<file path="src/rtl/wb_commit_arbiter_if.sv">
// Writeback bus between the EXU/LSU producers, the register file
// and the commit monitor.
interface wb_commit_arbiter_if #(
   parameter int XLEN  = 32,
   parameter int CNT_W = 64
);
   logic             exu_valid_i;
   logic             exu_ready_o;
   logic             exu_rd_we_i;
   logic [4:0]       exu_rd_i;
   logic [XLEN-1:0]  exu_data_i;
   logic [XLEN-1:0]  exu_pc_i;

   logic             lsu_valid_i;
   logic             lsu_ready_o;
   logic             lsu_rd_we_i;
   logic [4:0]       lsu_rd_i;
   logic [XLEN-1:0]  lsu_data_i;
   logic [XLEN-1:0]  lsu_pc_i;

   logic             rf_we_o;
   logic [4:0]       rf_waddr_o;
   logic [XLEN-1:0]  rf_wdata_o;

   logic             commit_valid_o;
   logic [XLEN-1:0]  commit_pc_o;
   logic [CNT_W-1:0] commit_cnt_o;

   modport master (
      output exu_valid_i, exu_rd_we_i, exu_rd_i,
             exu_data_i, exu_pc_i,
      input  exu_ready_o,
      output lsu_valid_i, lsu_rd_we_i, lsu_rd_i,
             lsu_data_i, lsu_pc_i,
      input  lsu_ready_o,
      input  rf_we_o, rf_waddr_o, rf_wdata_o,
      input  commit_valid_o, commit_pc_o, commit_cnt_o
   );

   modport slave (
      input  exu_valid_i, exu_rd_we_i, exu_rd_i,
             exu_data_i, exu_pc_i,
      output exu_ready_o,
      input  lsu_valid_i, lsu_rd_we_i, lsu_rd_i,
             lsu_data_i, lsu_pc_i,
      output lsu_ready_o,
      output rf_we_o, rf_waddr_o, rf_wdata_o,
      output commit_valid_o, commit_pc_o, commit_cnt_o
   );
endinterface

</file>
<file path="src/rtl/wb_commit_arbiter.sv">
// Round-robin EXU/LSU arbiter for the single register-file write
// port, followed by a one-cycle commit pulse and retire counter.
module wb_commit_arbiter #(
   parameter int XLEN  = 32,
   parameter int CNT_W = 64
) (
   input  logic              clock,
   input  logic              reset,
   wb_commit_arbiter_if.slave bus
);

   typedef enum logic [1:0] {
      IDLE   = 2'b00,
      COMMIT = 2'b01
   } state_t;

   state_t           state;
   state_t           state_nx;
   logic             last_grant;
   logic             grant;
   logic             idle;
   logic             exu_ready;
   logic             lsu_ready;
   logic             xfer;
   logic             sel_we;
   logic [4:0]       sel_rd;
   logic [XLEN-1:0]  sel_data;
   logic [XLEN-1:0]  sel_pc;
   logic             rf_we;
   logic [XLEN-1:0]  pc_q;
   logic [CNT_W-1:0] cnt_q;

   // Contested rounds go to the source that lost the previous one.
   always_comb begin
      grant = ~last_grant;
      unique case (1'b1)
         (bus.exu_valid_i & ~bus.lsu_valid_i): grant = 1'b0;
         (bus.lsu_valid_i & ~bus.exu_valid_i): grant = 1'b1;
         default:                              grant = ~last_grant;
      endcase
   end

   always_comb begin
      idle      = (state == IDLE);
      exu_ready = idle & ~grant & ~reset;
      lsu_ready = idle &  grant & ~reset;
      xfer      = (bus.exu_valid_i & exu_ready)
                | (bus.lsu_valid_i & lsu_ready);
   end

   always_comb begin
      sel_we   = bus.exu_rd_we_i;
      sel_rd   = bus.exu_rd_i;
      sel_data = bus.exu_data_i;
      sel_pc   = bus.exu_pc_i;
      if (grant) begin
         sel_we   = bus.lsu_rd_we_i;
         sel_rd   = bus.lsu_rd_i;
         sel_data = bus.lsu_data_i;
         sel_pc   = bus.lsu_pc_i;
      end
   end

   // x0 writes are dropped here; the instruction still commits.
   assign rf_we = xfer & sel_we & (sel_rd != 5'd0);

   always_comb begin
      state_nx = IDLE;
      unique case (state)
         IDLE:    state_nx = xfer ? COMMIT : IDLE;
         COMMIT:  state_nx = IDLE;
         default: state_nx = IDLE;
      endcase
   end

   always_ff @(posedge clock) begin
      if (reset) begin
         state      <= IDLE;
         last_grant <= 1'b1;
         pc_q       <= '0;
         cnt_q      <= '0;
      end else begin
         state <= state_nx;
         if (xfer) begin
            last_grant <= grant;
            pc_q       <= sel_pc;
         end
         if (state == COMMIT)
            cnt_q <= cnt_q + CNT_W'(1);
      end
   end

   assign bus.exu_ready_o    = exu_ready;
   assign bus.lsu_ready_o    = lsu_ready;
   assign bus.rf_we_o        = rf_we;
   assign bus.rf_waddr_o     = rf_we ? sel_rd : 5'd0;
   assign bus.rf_wdata_o     = rf_we ? sel_data : '0;
   assign bus.commit_valid_o = (state == COMMIT);
   assign bus.commit_pc_o    = pc_q;
   assign bus.commit_cnt_o   = cnt_q;

endmodule

</file>
<file path="src/flat_wrapper.sv">
// flat-port wrapper written by rule: the top's interface ports become plain ports
module wb_commit_arbiter_flat 
#(
   parameter int XLEN  = 32,
   parameter int CNT_W = 64
)
  (clock, reset, bus_exu_valid_i, bus_exu_rd_we_i, bus_exu_rd_i, bus_exu_data_i, bus_exu_pc_i, bus_exu_ready_o, bus_lsu_valid_i, bus_lsu_rd_we_i, bus_lsu_rd_i, bus_lsu_data_i, bus_lsu_pc_i, bus_lsu_ready_o, bus_rf_we_o, bus_rf_waddr_o, bus_rf_wdata_o, bus_commit_valid_o, bus_commit_pc_o, bus_commit_cnt_o);
  wb_commit_arbiter_if #(.XLEN(XLEN), .CNT_W(CNT_W)) bus_i ();
  input  logic clock;
  input  logic reset;
  input wire logic [$bits(bus_i.exu_valid_i)-1:0] bus_exu_valid_i;
  input wire logic [$bits(bus_i.exu_rd_we_i)-1:0] bus_exu_rd_we_i;
  input wire logic [$bits(bus_i.exu_rd_i)-1:0] bus_exu_rd_i;
  input wire logic [$bits(bus_i.exu_data_i)-1:0] bus_exu_data_i;
  input wire logic [$bits(bus_i.exu_pc_i)-1:0] bus_exu_pc_i;
  output wire logic [$bits(bus_i.exu_ready_o)-1:0] bus_exu_ready_o;
  input wire logic [$bits(bus_i.lsu_valid_i)-1:0] bus_lsu_valid_i;
  input wire logic [$bits(bus_i.lsu_rd_we_i)-1:0] bus_lsu_rd_we_i;
  input wire logic [$bits(bus_i.lsu_rd_i)-1:0] bus_lsu_rd_i;
  input wire logic [$bits(bus_i.lsu_data_i)-1:0] bus_lsu_data_i;
  input wire logic [$bits(bus_i.lsu_pc_i)-1:0] bus_lsu_pc_i;
  output wire logic [$bits(bus_i.lsu_ready_o)-1:0] bus_lsu_ready_o;
  output wire logic [$bits(bus_i.rf_we_o)-1:0] bus_rf_we_o;
  output wire logic [$bits(bus_i.rf_waddr_o)-1:0] bus_rf_waddr_o;
  output wire logic [$bits(bus_i.rf_wdata_o)-1:0] bus_rf_wdata_o;
  output wire logic [$bits(bus_i.commit_valid_o)-1:0] bus_commit_valid_o;
  output wire logic [$bits(bus_i.commit_pc_o)-1:0] bus_commit_pc_o;
  output wire logic [$bits(bus_i.commit_cnt_o)-1:0] bus_commit_cnt_o;
  assign bus_i.exu_valid_i = bus_exu_valid_i;
  assign bus_i.exu_rd_we_i = bus_exu_rd_we_i;
  assign bus_i.exu_rd_i = bus_exu_rd_i;
  assign bus_i.exu_data_i = bus_exu_data_i;
  assign bus_i.exu_pc_i = bus_exu_pc_i;
  assign bus_exu_ready_o = bus_i.exu_ready_o;
  assign bus_i.lsu_valid_i = bus_lsu_valid_i;
  assign bus_i.lsu_rd_we_i = bus_lsu_rd_we_i;
  assign bus_i.lsu_rd_i = bus_lsu_rd_i;
  assign bus_i.lsu_data_i = bus_lsu_data_i;
  assign bus_i.lsu_pc_i = bus_lsu_pc_i;
  assign bus_lsu_ready_o = bus_i.lsu_ready_o;
  assign bus_rf_we_o = bus_i.rf_we_o;
  assign bus_rf_waddr_o = bus_i.rf_waddr_o;
  assign bus_rf_wdata_o = bus_i.rf_wdata_o;
  assign bus_commit_valid_o = bus_i.commit_valid_o;
  assign bus_commit_pc_o = bus_i.commit_pc_o;
  assign bus_commit_cnt_o = bus_i.commit_cnt_o;
  wb_commit_arbiter #(.XLEN(XLEN), .CNT_W(CNT_W)) u_core (.clock(clock), .reset(reset), .bus(bus_i));
endmodule
</file>
<file path="config.mk">
export PLATFORM = sky130hd
export DESIGN_NAME = wb_commit_arbiter_flat
export DESIGN_NICKNAME = d
export VERILOG_FILES = /design/src/rtl/wb_commit_arbiter_if.sv /design/src/rtl/wb_commit_arbiter.sv /design/src/flat_wrapper.sv
export SDC_FILE = /design/constraint.sdc
export NUM_CORES = 1
export LEC_CHECK = 0
export CAP_MARGIN = 20
export CORE_MARGIN = 3
export CORE_UTILIZATION = 40
export CTS_BUF_LIST = sky130_fd_sc_hd__clkbuf_4 sky130_fd_sc_hd__clkbuf_8
export DETAILED_ROUTE_END_ITERATION = 10
export HOLD_SLACK_MARGIN = 0.12
export PLACE_DENSITY = 0.88
export SYNTH_ARGS = -nofsm -noshare
export SYNTH_HDL_FRONTEND = slang
export SYNTH_SLANG_ARGS = --single-unit
</file>
<file path="constraint.sdc">
create_clock -name clock -period 2.63 [get_ports clock]
set_input_delay 0.263 -clock clock [delete_from_list [all_inputs] [get_ports clock]]
set_output_delay 0.263 -clock clock [all_outputs]
set_load 0.005 [all_outputs]
</file>
; ---- Word level (Yosys, flattened, before mapping)
; Cells that the tools add are included.
[totals]
latch_bits = 0
mem_bits_ro = 0
elab_cells = 34
n_memories = 0
input_bits = 144
reg_bits = 99
output_inout_bits = 137
ram_bits = 0
[classes]
n_lt_le_gt_ge = 0
div_mod_pow = 0
shift = 0
n_reduce_logical = 3
muxes = 8
bitwise_logic = 17
multipliers = 0
n_eq_ne = 1
n_addsub = 1
[ops]
columns = cell, count
row1 = 32-bit 2-to-1 mux, 3
row2 = "64-bit by 1-bit adder with 64-bit output, second input constant", 1
row3 = 1-bit bitwise AND, 10
row4 = 5-bit 2-to-1 mux, 2
row5 = 1-bit inverter, 6
row6 = 5-bit nonzero test, 1
row7 = "2-bit by 1-bit equality test with 1-bit output, second input constant", 1
row8 = 2-bit zero test, 1
row9 = 1-bit 2-to-1 mux, 2
row10 = 1-bit case mux with 2 select lines, 1
row11 = 2-bit OR reduction, 1
row12 = 1-bit bitwise OR, 1

; ---- Depth between registers and ports, before layout
; Gate-level depths: netlist of run 1.
[logic_depth]
word_depth = 11
depth_mapped = 9
ltp_nobuf = 7

; ---- Least setup slack after synthesis of run 1
; No wires, ideal clock.
[synth_path]
path_type = input to output
from = input port bus_exu_valid_i
to = output port bus_rf_waddr_o[0]
path_buffers = 1
required_time_ns = 2.367
path_stages = 8
arrival_ns = 2.064
slack_ns = 0.303
path_cell_list = inv_1 > ha_1 > nor2b_1 > o21ai_0 > a211oi_1 > o21ai_1 > clkbuf_1 > a21oi_1
[synth_between]
elab_chain_cells = 11
word_cells_on_any_way = 18
classes_between = 4 x mux / 13 x bitwise / 1 x reduce/logical
[synth_lines]
columns = item, line
row1 = from (decl), flat_wrapper.sv:11  ; input wire logic [$bits(bus_i.exu_valid_i)-1:0] bus_exu_valid_i;
row2 = 1-bit inverter, wb_commit_arbiter.sv:38  ; (bus.lsu_valid_i & ~bus.exu_valid_i): grant = 1'b1;
row3 = 1-bit bitwise AND, wb_commit_arbiter.sv:38
row4 = 1-bit case mux with 2 select lines, wb_commit_arbiter.sv:36  ; unique case (1'b1)
row5 = 1-bit inverter, wb_commit_arbiter.sv:45  ; exu_ready = idle & ~grant & ~reset;
row6 = 1-bit bitwise AND (2 in series), wb_commit_arbiter.sv:45
row7 = 1-bit bitwise AND, wb_commit_arbiter.sv:47  ; xfer = (bus.exu_valid_i & exu_ready)
row8 = 1-bit bitwise OR, wb_commit_arbiter.sv:48  ; | (bus.lsu_valid_i & lsu_ready);
row9 = 1-bit bitwise AND (2 in series), wb_commit_arbiter.sv:65  ; assign rf_we = xfer & sel_we & (sel_rd != 5'd0);
row10 = 5-bit 2-to-1 mux *, wb_commit_arbiter.sv:96  ; assign bus.rf_waddr_o = rf_we ? sel_rd : 5'd0;
row11 = to (decl), flat_wrapper.sv:24  ; output wire logic [$bits(bus_i.rf_waddr_o)-1:0] bus_rf_waddr_o;
; Every way passes the cells marked *; elsewhere a longest branch is shown, timed or not.

; ---- Worst setup path after layout of run 1
[layout_path]
from = input port bus_exu_valid_i
to = output port bus_rf_wdata_o[29]
[layout_between]
elab_chain_cells = 11
word_cells_on_any_way = 19
classes_between = 5 x mux / 13 x bitwise / 1 x reduce/logical
[layout_lines]
columns = item, line
row1 = 1-bit inverter, wb_commit_arbiter.sv:38
row2 = 1-bit bitwise AND, wb_commit_arbiter.sv:38
row3 = 1-bit case mux with 2 select lines, wb_commit_arbiter.sv:36
row4 = 1-bit inverter, wb_commit_arbiter.sv:45
row5 = 1-bit bitwise AND (2 in series), wb_commit_arbiter.sv:45
row6 = 1-bit bitwise AND, wb_commit_arbiter.sv:47
row7 = 1-bit bitwise OR, wb_commit_arbiter.sv:48
row8 = 1-bit bitwise AND (2 in series), wb_commit_arbiter.sv:65
row9 = 32-bit 2-to-1 mux *, wb_commit_arbiter.sv:97  ; assign bus.rf_wdata_o = rf_we ? sel_data : '0;
row10 = to (decl), flat_wrapper.sv:25  ; output wire logic [$bits(bus_i.rf_wdata_o)-1:0] bus_rf_wdata_o;
; Marks and branches as above.

==> results of run 1 <==
-- worst paths after layout --
kind,from,slack (ns),to,cells past startpoint
setup / recovery,bus_exu_valid_i,0.03,bus_rf_wdata_o[29],12
setup reg to reg,u_core.bus.commit_cnt_o[2],0.20,u_core.bus.commit_cnt_o[55],5
hold / removal,reset,0.23,u_core.bus.commit_pc_o[23],2
hold reg to reg,u_core.bus.commit_pc_o[20],0.50,u_core.bus.commit_pc_o[20],2
-- sequential cells by signal, indices dropped and copies added (netlist names) --
signal / count
u_core.bus.commit_cnt_o: 64
u_core.bus.commit_pc_o: 32
u_core.last_grant: 1
u_core.state: 1
-- stage by stage --
step | total power [mW] | TNS, ns | cell area [um^2] | worst slack (ns) | instances
after CTS | 3.604 | 0 | 8621 | 0.001901 | 1153
after global placement | 2.345 | -24.91 | 8260 | -0.5439 | 1131
after floorplan | 1.868 | 0 | 5167 | 0.3028 | 701
after detailed placement | 2.353 | -28.59 | 8260 | -0.5672 | 1131
final | 3.600 | 0 | 8686 | 0.03224 | 1158
after global routing | 3.744 | -0.1372 | 8683 | -0.04789 | 1157
-- layer usage --
layer	up-vias	GRT usage [%]	wire [um]
met5	-	0	13
met4	2	9.950	564
met3	40	8.954	1787
met2	287	49.36	10570
met1	2887	31.41	7851
li1	3038	-	-
-- where the power goes --
group	leakage [nW]	switching, mW	internal [mW]	total [mW]
Clock	0.130	0.539	0.689	1.23
Sequential	0.795	0.0337	1.53	1.57
Combinational	2.33	0.342	0.461	0.804
-- layout by cell type, fill, tap and decap left out, drive strengths merged, types with 2 or more instances in the layout --
cell             n
and3             6
o21ai           22
nand2          164
xnor2            8
nor2b            2
or4             16
or3             16
ha               3
and2             3
bufinv           3
o31ai           14
dlygate4sd2     27
and4             2
nand3           33
clkdlybuf4s15    7
buf             37
dfxtp           98
clkdlybuf4s50  240
a311oi          32
inv             15
a21oi           64
nor2            76
nor3             7
xor2            25
or2              3
nor4            12
dlymetal6s2s     2
a21boi           3
clkbuf          14
nand4           26
nand4b           2
-- cells by family after synthesis --
logic type | after synthesis
AO/OA/AOI/OAI | 138
XOR/XNOR | 33
adder cells (fa/ha/maj) | 3
buffers and inverters | 59
flip-flops | 98
multiplexers | 1
AND/OR/NAND/NOR | 369
-- layout make-up --
cell class | instances | area (um^2) | area share (%)
Antenna cell | 1 | 2.502 | 0.02881
Clock buffer | 11 | 151.4 | 1.743
Clock inverter | 5 | 107.6 | 1.239
Inverter | 14 | 52.55 | 0.6050
Multi-Input combinational cell | 544 | 3053 | 35.15
Sequential cell | 98 | 1962 | 22.59
Tap cell | 168 | 210.2 | 2.420
Timing Repair Buffer | 317 | 3147 | 36.23
-- timing repair --
item                       CTS  global route
resized for setup           56            16
pin swaps                    2             3
setup endpoints to repair   39            20
setup buffers                4             3
gates cloned                 2             1
==> results.py, run 1 <==
metrics = {
    "run_status": {
        "run_status": "completed",
    },
    "layout": {
        "layout-drive-gt1-share_pct": 8.291,
        "final.fill_count": 1004,
        "net_count_reported_at_finish": 1131,
        "syn_to_final_growth_pct": 68.09,
        "layout.core_utilization_pct": 70.55,
    },
    "sta": {
        "slew_headroom_pct": 42.62,
        "tightestPinTransition_ns": 0.8607,
        "timing.final.crit_share_pct": 98.77,
        "final-max-slew-violation-count": 0,
        "finalCriticalPeriod_ns": 2.598,
        "final-setup-viol-count": 0,
        "fin_skew_ns": 0.007345,
        "achievable-frequency_mhz": 384.9,
        "final.hold.worst_slack_ns": 0.2308,
        "finalHoldViolCount": 0,
        "setup_repair_after_global_routing_missed_its_margin": "yes",
    },
    "synth": {
        "synth_compound_gate_area_share_pct": 16.63,
        "yosys.cell_count.top_type": "sky130_fd_sc_hd__nand2_1",
        "async_reset_ff_share_pct": 0,
        "sequential_fraction_of_the_synthesis_area_pct": 37.97,
        "synth_cell_type_count": 42,
        "netlist_top_cells_area": "sky130_fd_sc_hd__dfxtp_1 38%, sky130_fd_sc_hd__nand2_1 12%, sky130_fd_sc_hd__a21oi_1 6.2%, sky130_fd_sc_hd__nor2_1 5.4%, sky130_fd_sc_hd__a311oi_1 5.4%",
        "synth_commonest_cells": "164 x sky130_fd_sc_hd__nand2_1, 98 x sky130_fd_sc_hd__dfxtp_1, 75 x sky130_fd_sc_hd__nor2_1",
        "postSynthCellCount": 701,
        "synthesis.area_per_instance_um2": 7.372,
        "yosys.area.top_type": "sky130_fd_sc_hd__dfxtp_1",
        "syn-cell-area_mm2": 0.005167,
        "basic_gate_share_of_the_synthesized_area_counting_and_or_nand_and_nor_cells_pct": 34.36,
        "yosys_register_bits": 98,
        "synth_warnings": 0,
        "synth-xor-area-share_pct": 5.593,
        "synth_top_area_share_pct": 37.97,
        "synth_enable_flop_cells": 0,
        "synthMuxAreaShare_pct": 0.1937,
        "ys.flop_type": "sky130_fd_sc_hd__dfxtp_1",
        "post_synth_fa_ha_maj_area_fraction_pct": 0.7264,
        "synthesis.nets": 848,
        "synth_top_family_by_area": "simple AND/OR/NAND/NOR gates",
    },
    "route": {
        "antenna_left": 0,
        "routedWlPerCell_um": 17.95,
        "dr_pass1_iterations": 5,
        "routed_via_density": 5.401,
        "detail_route.iter0.violations": 494,
        "total_wirelength_of_the_detailed_routed_design_mm": 20.78,
        "detailroute.via_count": 6254,
        "remaining_drc_errors": 0,
    },
    "floorplan": {
        "start_util_pct": 41.97,
        "core_area_mm2": 0.01231,
        "placementRows": 40,
        "pin_count": 281,
        "chipHeight_um": 119.7,
        "design.die.area_mm2": 0.01432,
        "die_w_um": 119.7,
    },
    "global_route": {
        "grt_remaining_overflow": 0,
        "grt_max_degree": 83,
        "grtUsageTotal_pct": 27.89,
        "vias_in_the_first_global_route": 6010,
        "first_pass_grt_wire_length_mm": 31.86,
        "grt_antenna_before_repair": 1,
    },
    "hold_path": {
        "worst_hold_path_type": "input port to flip-flop",
    },
    "power_and_ir_drop": {
        "vdd.ir_drop.worst_v": 0.0003502,
        "power_density_mw_per_mm2": 414.5,
        "p_leak_nw": 3.258,
    },
    "worst_setup_path": {
        "cp-start-kind": "input port",
        "critical_path.top_delay_family": "buffers and inverters",
        "cp_common_cell": "sky130_fd_sc_hd__dlygate4sd2_1",
        "criticalPathCategory": "input port to output port",
        "timing.critical_path.fanout_max": 17,
        "buffers_plus_inverters_on_the_worst_setup_path": 6,
        "critical_path.max_stage_delay_ns": 0.30,
        "worstPathRequired_ns": 2.37,
        "worstPathCellList": "dlygate4sd2_1 -> inv_2 -> ha_4 -> nor2b_4 -> o21ai_2 -> a211oi_4 -> buf_4 -> o21ai_4 -> buf_12 -> buf_16 -> a21oi_1 -> dlygate4sd2_1",
        "end_kind": "output port",
        "cp_slowest_cell": "sky130_fd_sc_hd__a211oi_4",
        "critPathArrivalTime_ns": 2.33,
    },
    "place": {
        "dp_hpwl_mm": 15.89,
        "gpl.final_weighted_congestion": 0.9449,
        "place.port_buffers": 280,
    },
    "cts": {
        "clk_path_buf_depth": 2,
        "clock_tree.root_cell": "sky130_fd_sc_hd__clkbuf_8",
        "clock_sinks": 98,
        "clkLatencyLatePin_ns": 0.38,
        "h-tree-depth": 3,
        "ctsHoldBuffers": 0,
        "clk_pin_slew_worst_paths_ns": 0.09,
        "cts-buffers-inserted": 9,
        "clock_tree_from_tritoncts": "built",
    },
    "job": {
        "max_cap_viol_count": 0,
    },
}
Power figures use the tool's default switching activity.
==> run 2: changes to the inputs <==
CELL_PAD_IN_SITES_DETAIL_PLACEMENT = 1   (was unset)
CELL_PAD_IN_SITES_GLOBAL_PLACEMENT = 1   (was unset)
CORE_UTILIZATION = 27   (was 40)
==> run 2 against run 1 <==
  * Cell count up 6.3%
  * Clock skew rose by 0.0081 ns
  * Count of clock-buffer cells in the layout did not move
  * Register-to-register slack worse by 0.05 ns
  * Total power shrank 6.2%
  * Non-clock buffer count rose by 9
  * First-iteration DRC count decreased by 58%
  * Die area is 46% higher
  * Fmax rose by 1.8%
  * Design area increased by 1.6%
  * Wire length grew 18%
  * Global-route usage shrank 5.1 points
  * Critical endpoint is now bus_rf_wdata_o[21]
  * Highest routed layer unchanged
  * Largest power group unchanged
==> results.py, run 2 (synthesis results as in run 1) <==
metrics = {
    "run_status": {
        "run_status": "completed",
    },
    "layout": {
        "layout.cell_area.non_filler_mm2": 0.008826,
        "layout-drive-gt1-share_pct": 10.62,
        "layout.core_utilization_pct": 47.99,
        "final.fill_count": 2225,
        "final_cell_count_no_fill": 1231,
        "layout.cells.most_common": "sky130_fd_sc_hd__clkdlybuf4s50_1",
        "layout_common_cells": "237 x sky130_fd_sc_hd__clkdlybuf4s50_1, 164 x sky130_fd_sc_hd__nand2_1, 98 x sky130_fd_sc_hd__dfxtp_1, 72 x sky130_fd_sc_hd__nor2_1, 62 x sky130_fd_sc_hd__a21oi_1",
        "net_count_reported_at_finish": 1140,
        "largest_register_ffs": 64,
        "syn_to_final_growth_pct": 70.80,
    },
    "sta": {
        "finalHoldViolCount": 0,
        "finalCriticalPeriod_ns": 2.553,
        "slew_headroom_pct": 39.67,
        "final-setup-viol-count": 0,
        "achievable-frequency_mhz": 391.8,
        "fin_skew_ns": 0.01546,
        "tightestPinTransition_ns": 0.9050,
        "final-max-slew-violation-count": 0,
        "timing.final.crit_share_pct": 97.06,
        "setup_ws_ns": 0.07739,
        "timing.setup.tns_ns": 0,
        "setup_repair_after_global_routing_missed_its_margin": "no",
        "final.hold.worst_slack_ns": 0.2689,
    },
    "worst_setup_path": {
        "regToRegEndpoint": "u_core.bus.commit_cnt_o[53]",
        "crit-reg2reg-launch": "u_core.bus.commit_cnt_o[25]",
        "criticalPathCategory": "input port to output port",
        "worstPathRequired_ns": 2.37,
        "timing.critical_path.fanout_max": 17,
        "end_kind": "output port",
        "critPathArrivalTime_ns": 2.29,
        "timing.reg2reg.worst_path_depth": 5,
        "ff_to_ff_setup_slack_ns": 0.15,
        "cp-start-kind": "input port",
    },
    "global_route": {
        "grt_remaining_overflow": 0,
        "grt_antenna_before_repair": 5,
        "grtUsageTotal_pct": 22.74,
        "vias_in_the_first_global_route": 6803,
        "first_pass_grt_wire_length_mm": 36.73,
        "grt_max_degree": 80,
    },
    "place": {
        "post-place-cells": 1204,
        "placedInstanceArea_mm2": 0.008446,
        "pre_cts_slack_ns": -0.5540,
        "gpl.final_weighted_congestion": 0.9284,
        "dp_hpwl_mm": 19.06,
        "place.port_buffers": 280,
    },
    "power_and_ir_drop": {
        "power_density_mw_per_mm2": 382.5,
        "vdd.ir_drop.worst_v": 0.0001909,
        "report.power.total_mw": 3.376,
        "p_leak_nw": 3.209,
    },
    "route": {
        "detail_route.iter0.violations": 206,
        "detailroute.via_count": 6359,
        "remaining_drc_errors": 0,
        "dr_pass1_iterations": 4,
        "routed_via_density": 5.166,
        "total_wirelength_of_the_detailed_routed_design_mm": 24.43,
        "antenna_left": 0,
        "routedWlPerCell_um": 19.84,
    },
    "cts": {
        "h-tree-depth": 3,
        "ctsHoldBuffers": 0,
        "clk_pin_slew_worst_paths_ns": 0.10,
        "clk_path_buf_depth": 2,
        "clock_tree_from_tritoncts": "built",
        "clock_sinks": 98,
        "cts-buffers-inserted": 9,
        "clkLatencyLatePin_ns": 0.37,
        "clock_tree.root_cell": "sky130_fd_sc_hd__clkbuf_8",
    },
    "floorplan": {
        "core_area_mm2": 0.01839,
        "pin_count": 281,
        "start_util_pct": 28.10,
        "die_w_um": 144.3,
        "design.die.area_mm2": 0.02083,
        "placementRows": 49,
        "chipHeight_um": 144.3,
    },
    "job": {
        "max_cap_viol_count": 0,
    },
    "hold_path": {
        "min_delay_endpoint": "u_core.bus.commit_pc_o[12]",
        "min_from": "reset",
        "worst_hold_path.num_cells": 2,
        "worst_hold_path_type": "input port to flip-flop",
    },
}
run 2: worst max path at each step:
stage	slack, ns	startpoint	cells past startpoint	end
6_report	0.08	bus_lsu_rd_i[0]	9	bus_rf_wdata_o[21]
3_5_place_dp	-0.55	bus_exu_valid_i	10	bus_rf_wdata_o[0]
3_3_place_gp	-0.39	bus_exu_valid_i	10	bus_rf_wdata_o[7]
4_1_cts	0.01	bus_exu_rd_i[0]	10	bus_rf_wdata_o[31]
2_1_floorplan	0.30	bus_exu_valid_i	8	bus_rf_waddr_o[0]
5_1_grt	0.001	bus_exu_valid_i	12	bus_rf_wdata_o[21]
run 2: cell type report:
cell class	count	area, um^2	share of cell area, %
sequential	98	1962	22.23
inverter	14	52.55	0.5954
antenna	4	10.01	0.1134
multi-input combinational	544	3087	34.97
tap	229	286.5	3.246
clock inverter	5	37.54	0.4253
timing repair buffer	326	3239	36.70
clock buffer	11	151.4	1.715
run 2: what timing repair did:
item	CTS	global route
gates cloned	1	0
pin swaps	5	7
setup buffers	7	0
setup endpoints to repair	39	47
gates resized for setup	92	18
run 2: worst max-delay path, stage by stage:
cell	delay, ns
sky130_fd_sc_hd__clkdlybuf4s50_1	0.44
sky130_fd_sc_hd__or4_4	0.56
sky130_fd_sc_hd__o21ai_4	0.19
sky130_fd_sc_hd__nor2_2	0.07
sky130_fd_sc_hd__o21ai_4	0.19
sky130_fd_sc_hd__buf_12	0.14
sky130_fd_sc_hd__buf_16	0.14
sky130_fd_sc_hd__a21oi_1	0.06
sky130_fd_sc_hd__clkdlybuf4s15_1	0.22
run 2: metal layers:
layer  share of wire (%)  track usage (%)  vias up
met2                  54            42.45      217
met5               0.053                0        -
met3                 6.7            7.011       55
met1                  35            22.77     3033
li1                    -                -     3052
met4                 4.3            11.00        2
run 2: power breakdown:
part           switching, mW  internal [mW]
Combinational          0.365          0.462
Sequential            0.0372           1.54
Clock                  0.576          0.400
==> run 3: changes to the inputs <==
PLACE_DENSITY = unset   (was 0.88)
PLACE_DENSITY_LB_ADDON = 0.1   (was unset)
==> run 3 against run 2 <==
  * Hold slack improved by 0.17 ns
  * First-iteration DRC count up 19%
  * Total power decreased by 2.1%
  * Critical path depth down 1
  * Combinational power down 8.0%
  * Cell count shrank 1.1%
  * Worst setup slack got worse by 0.0076 ns
  * Sequential power about the same
  * Largest cell class is now multi-input gates
==> results.py, run 3 (synthesis results as in run 1) <==
metrics = {
    "run_status": {
        "run_status": "completed",
    },
    "floorplan": {
        "die_w_um": 144.3,
        "start_util_pct": 28.10,
        "chipHeight_um": 144.3,
        "pin_count": 281,
        "core_area_mm2": 0.01839,
        "design.die.area_mm2": 0.02083,
        "placementRows": 49,
    },
    "worst_setup_path": {
        "timing.critical_path.fanout_max": 17,
        "criticalPathCategory": "input port to output port",
        "ff_to_ff_setup_slack_ns": 0.24,
        "worstPathRequired_ns": 2.37,
        "cp-start-kind": "input port",
        "end_kind": "output port",
        "critPathArrivalTime_ns": 2.30,
    },
    "global_route": {
        "first_pass_grt_wire_length_mm": 34.77,
        "grt_remaining_overflow": 0,
        "grtUsageTotal_pct": 21.43,
        "grt_antenna_before_repair": 4,
        "vias_in_the_first_global_route": 6249,
        "grt_max_degree": 67,
    },
    "layout": {
        "layout.cell_area.non_filler_mm2": 0.008603,
        "syn_to_final_growth_pct": 66.49,
        "layout.cells.most_common": "sky130_fd_sc_hd__clkdlybuf4s50_1",
        "largest_register_ffs": 64,
        "layout-drive-gt1-share_pct": 8.713,
        "final_cell_count_no_fill": 1218,
        "final.fill_count": 2224,
        "net_count_reported_at_finish": 1129,
        "layout_common_cells": "239 x sky130_fd_sc_hd__clkdlybuf4s50_1, 164 x sky130_fd_sc_hd__nand2_1, 98 x sky130_fd_sc_hd__dfxtp_1, 73 x sky130_fd_sc_hd__nor2_1, 62 x sky130_fd_sc_hd__a21oi_1",
    },
    "power_and_ir_drop": {
        "report.power.total_mw": 3.305,
        "p_leak_nw": 3.152,
        "vdd.ir_drop.worst_v": 0.0002278,
        "power_density_mw_per_mm2": 384.1,
    },
    "cts": {
        "clock_tree.root_cell": "sky130_fd_sc_hd__clkbuf_8",
        "clock_tree_from_tritoncts": "built",
        "clk_pin_slew_worst_paths_ns": 0.11,
        "clock_sinks": 98,
        "h-tree-depth": 3,
        "clk_path_buf_depth": 2,
        "cts-buffers-inserted": 9,
        "clkLatencyLatePin_ns": 0.38,
    },
    "route": {
        "antenna_left": 0,
        "detailroute.via_count": 6114,
        "routedWlPerCell_um": 18.59,
        "routed_via_density": 5.020,
        "dr_pass1_iterations": 4,
        "detail_route.iter0.violations": 245,
        "remaining_drc_errors": 0,
        "total_wirelength_of_the_detailed_routed_design_mm": 22.65,
    },
    "sta": {
        "slew_headroom_pct": 55.14,
        "finalCriticalPeriod_ns": 2.560,
        "tightestPinTransition_ns": 0.6668,
        "achievable-frequency_mhz": 390.6,
        "finalHoldViolCount": 0,
        "setup_repair_after_global_routing_missed_its_margin": "yes",
        "timing.final.crit_share_pct": 97.34,
        "final-setup-viol-count": 0,
        "fin_skew_ns": 0.02033,
        "final-max-slew-violation-count": 0,
    },
    "place": {
        "post-place-cells": 1195,
        "placedInstanceArea_mm2": 0.008353,
        "place.port_buffers": 280,
        "dp_hpwl_mm": 17.65,
        "gpl.final_weighted_congestion": 0.8734,
    },
    "job": {
        "max_cap_viol_count": 0,
    },
    "hold_path": {
        "worst_hold_path_type": "input port to flip-flop",
    },
}
## run 3: cell count changes in the layout (fill, tap and decap cells not counted), sizes merged, moves of 2 or more
cell	delta
buf	-13
clkdlybuf4s15	-12
clkdlybuf4s50	+2
clkbuf	+5
diode	-2
dlygate4sd2	+6
## run 3: worst paths after layout
kind | to | cells after the start | startpoint
max reg2reg | u_core.bus.commit_cnt_o[56] | 5 | u_core.bus.commit_cnt_o[25]
min reg2reg | u_core.bus.commit_pc_o[30] | 2 | u_core.bus.commit_pc_o[30]
min | u_core.last_grant | 4 | bus_lsu_valid_i
max | bus_rf_wdata_o[23] | 8 | bus_exu_rd_i[0]
## run 3: per-layer routing
metal	share of wire (%)	vias to the layer above	track usage, %
li1	-	3034	-
met1	39	2844	23.57
met2	49	183	36.65
met3	8.9	45	9.358
met4	3.2	8	7.953
met5	0.24	-	0
## run 3: per-stage QoR
| step | TNS, ns | hold slack [ns] | util [%] | setup slack (ns) |
|---|---|---|---|---|
| finish | 0 | 0.4360 | 46.78 | 0.06983 |
| global route | -0.04310 | 0.4002 | 46.75 | -0.02601 |
| CTS | 0 | 0.4103 | 46.69 | 0.03308 |
| detailed placement | -36.19 | 0.4872 | 45.42 | -0.6642 |
| global placement | -30.56 | 0.4860 | 45.42 | -0.5557 |
| floorplan | 0 | 0.4016 | - | 0.3028 |
## run 3: repair_timing
item	CTS	global route
resized for setup	54	32
pin swaps	2	1
buffers inserted	4	0
hold buffers	0	0
endpoints found under the setup margin	46	36
gates cloned	1	0
## run 3: worst max-delay path, cell delays in order
cell,delay [ns]
sky130_fd_sc_hd__clkdlybuf4s50_1,0.43
sky130_fd_sc_hd__or4_1,0.54
sky130_fd_sc_hd__o21ai_1,0.17
sky130_fd_sc_hd__nor2_2,0.07
sky130_fd_sc_hd__o21ai_4,0.20
sky130_fd_sc_hd__bufbuf_16,0.32
sky130_fd_sc_hd__a21oi_1,0.05
sky130_fd_sc_hd__dlygate4sd2_1,0.26
## run 3: cell type report
cell class	instances	area (um^2)	area share (%)
diodes	2	5.005	0.05817
clock inverters	6	47.55	0.5526
clock buffers	10	137.6	1.600
flip-flops and latches	98	1962	22.80
repair buffers	315	3055	35.51
multi-input cells	544	3057	35.53
well taps	229	286.5	3.330
inverters	14	52.55	0.6108
## run 3: where the power goes
group	switching [mW]	leakage [nW]	internal, mW
Clock	0.594	0.0933	0.380
Sequential	0.0343	0.795	1.54
Combinational	0.330	2.26	0.431
Total	0.959	3.15	2.35
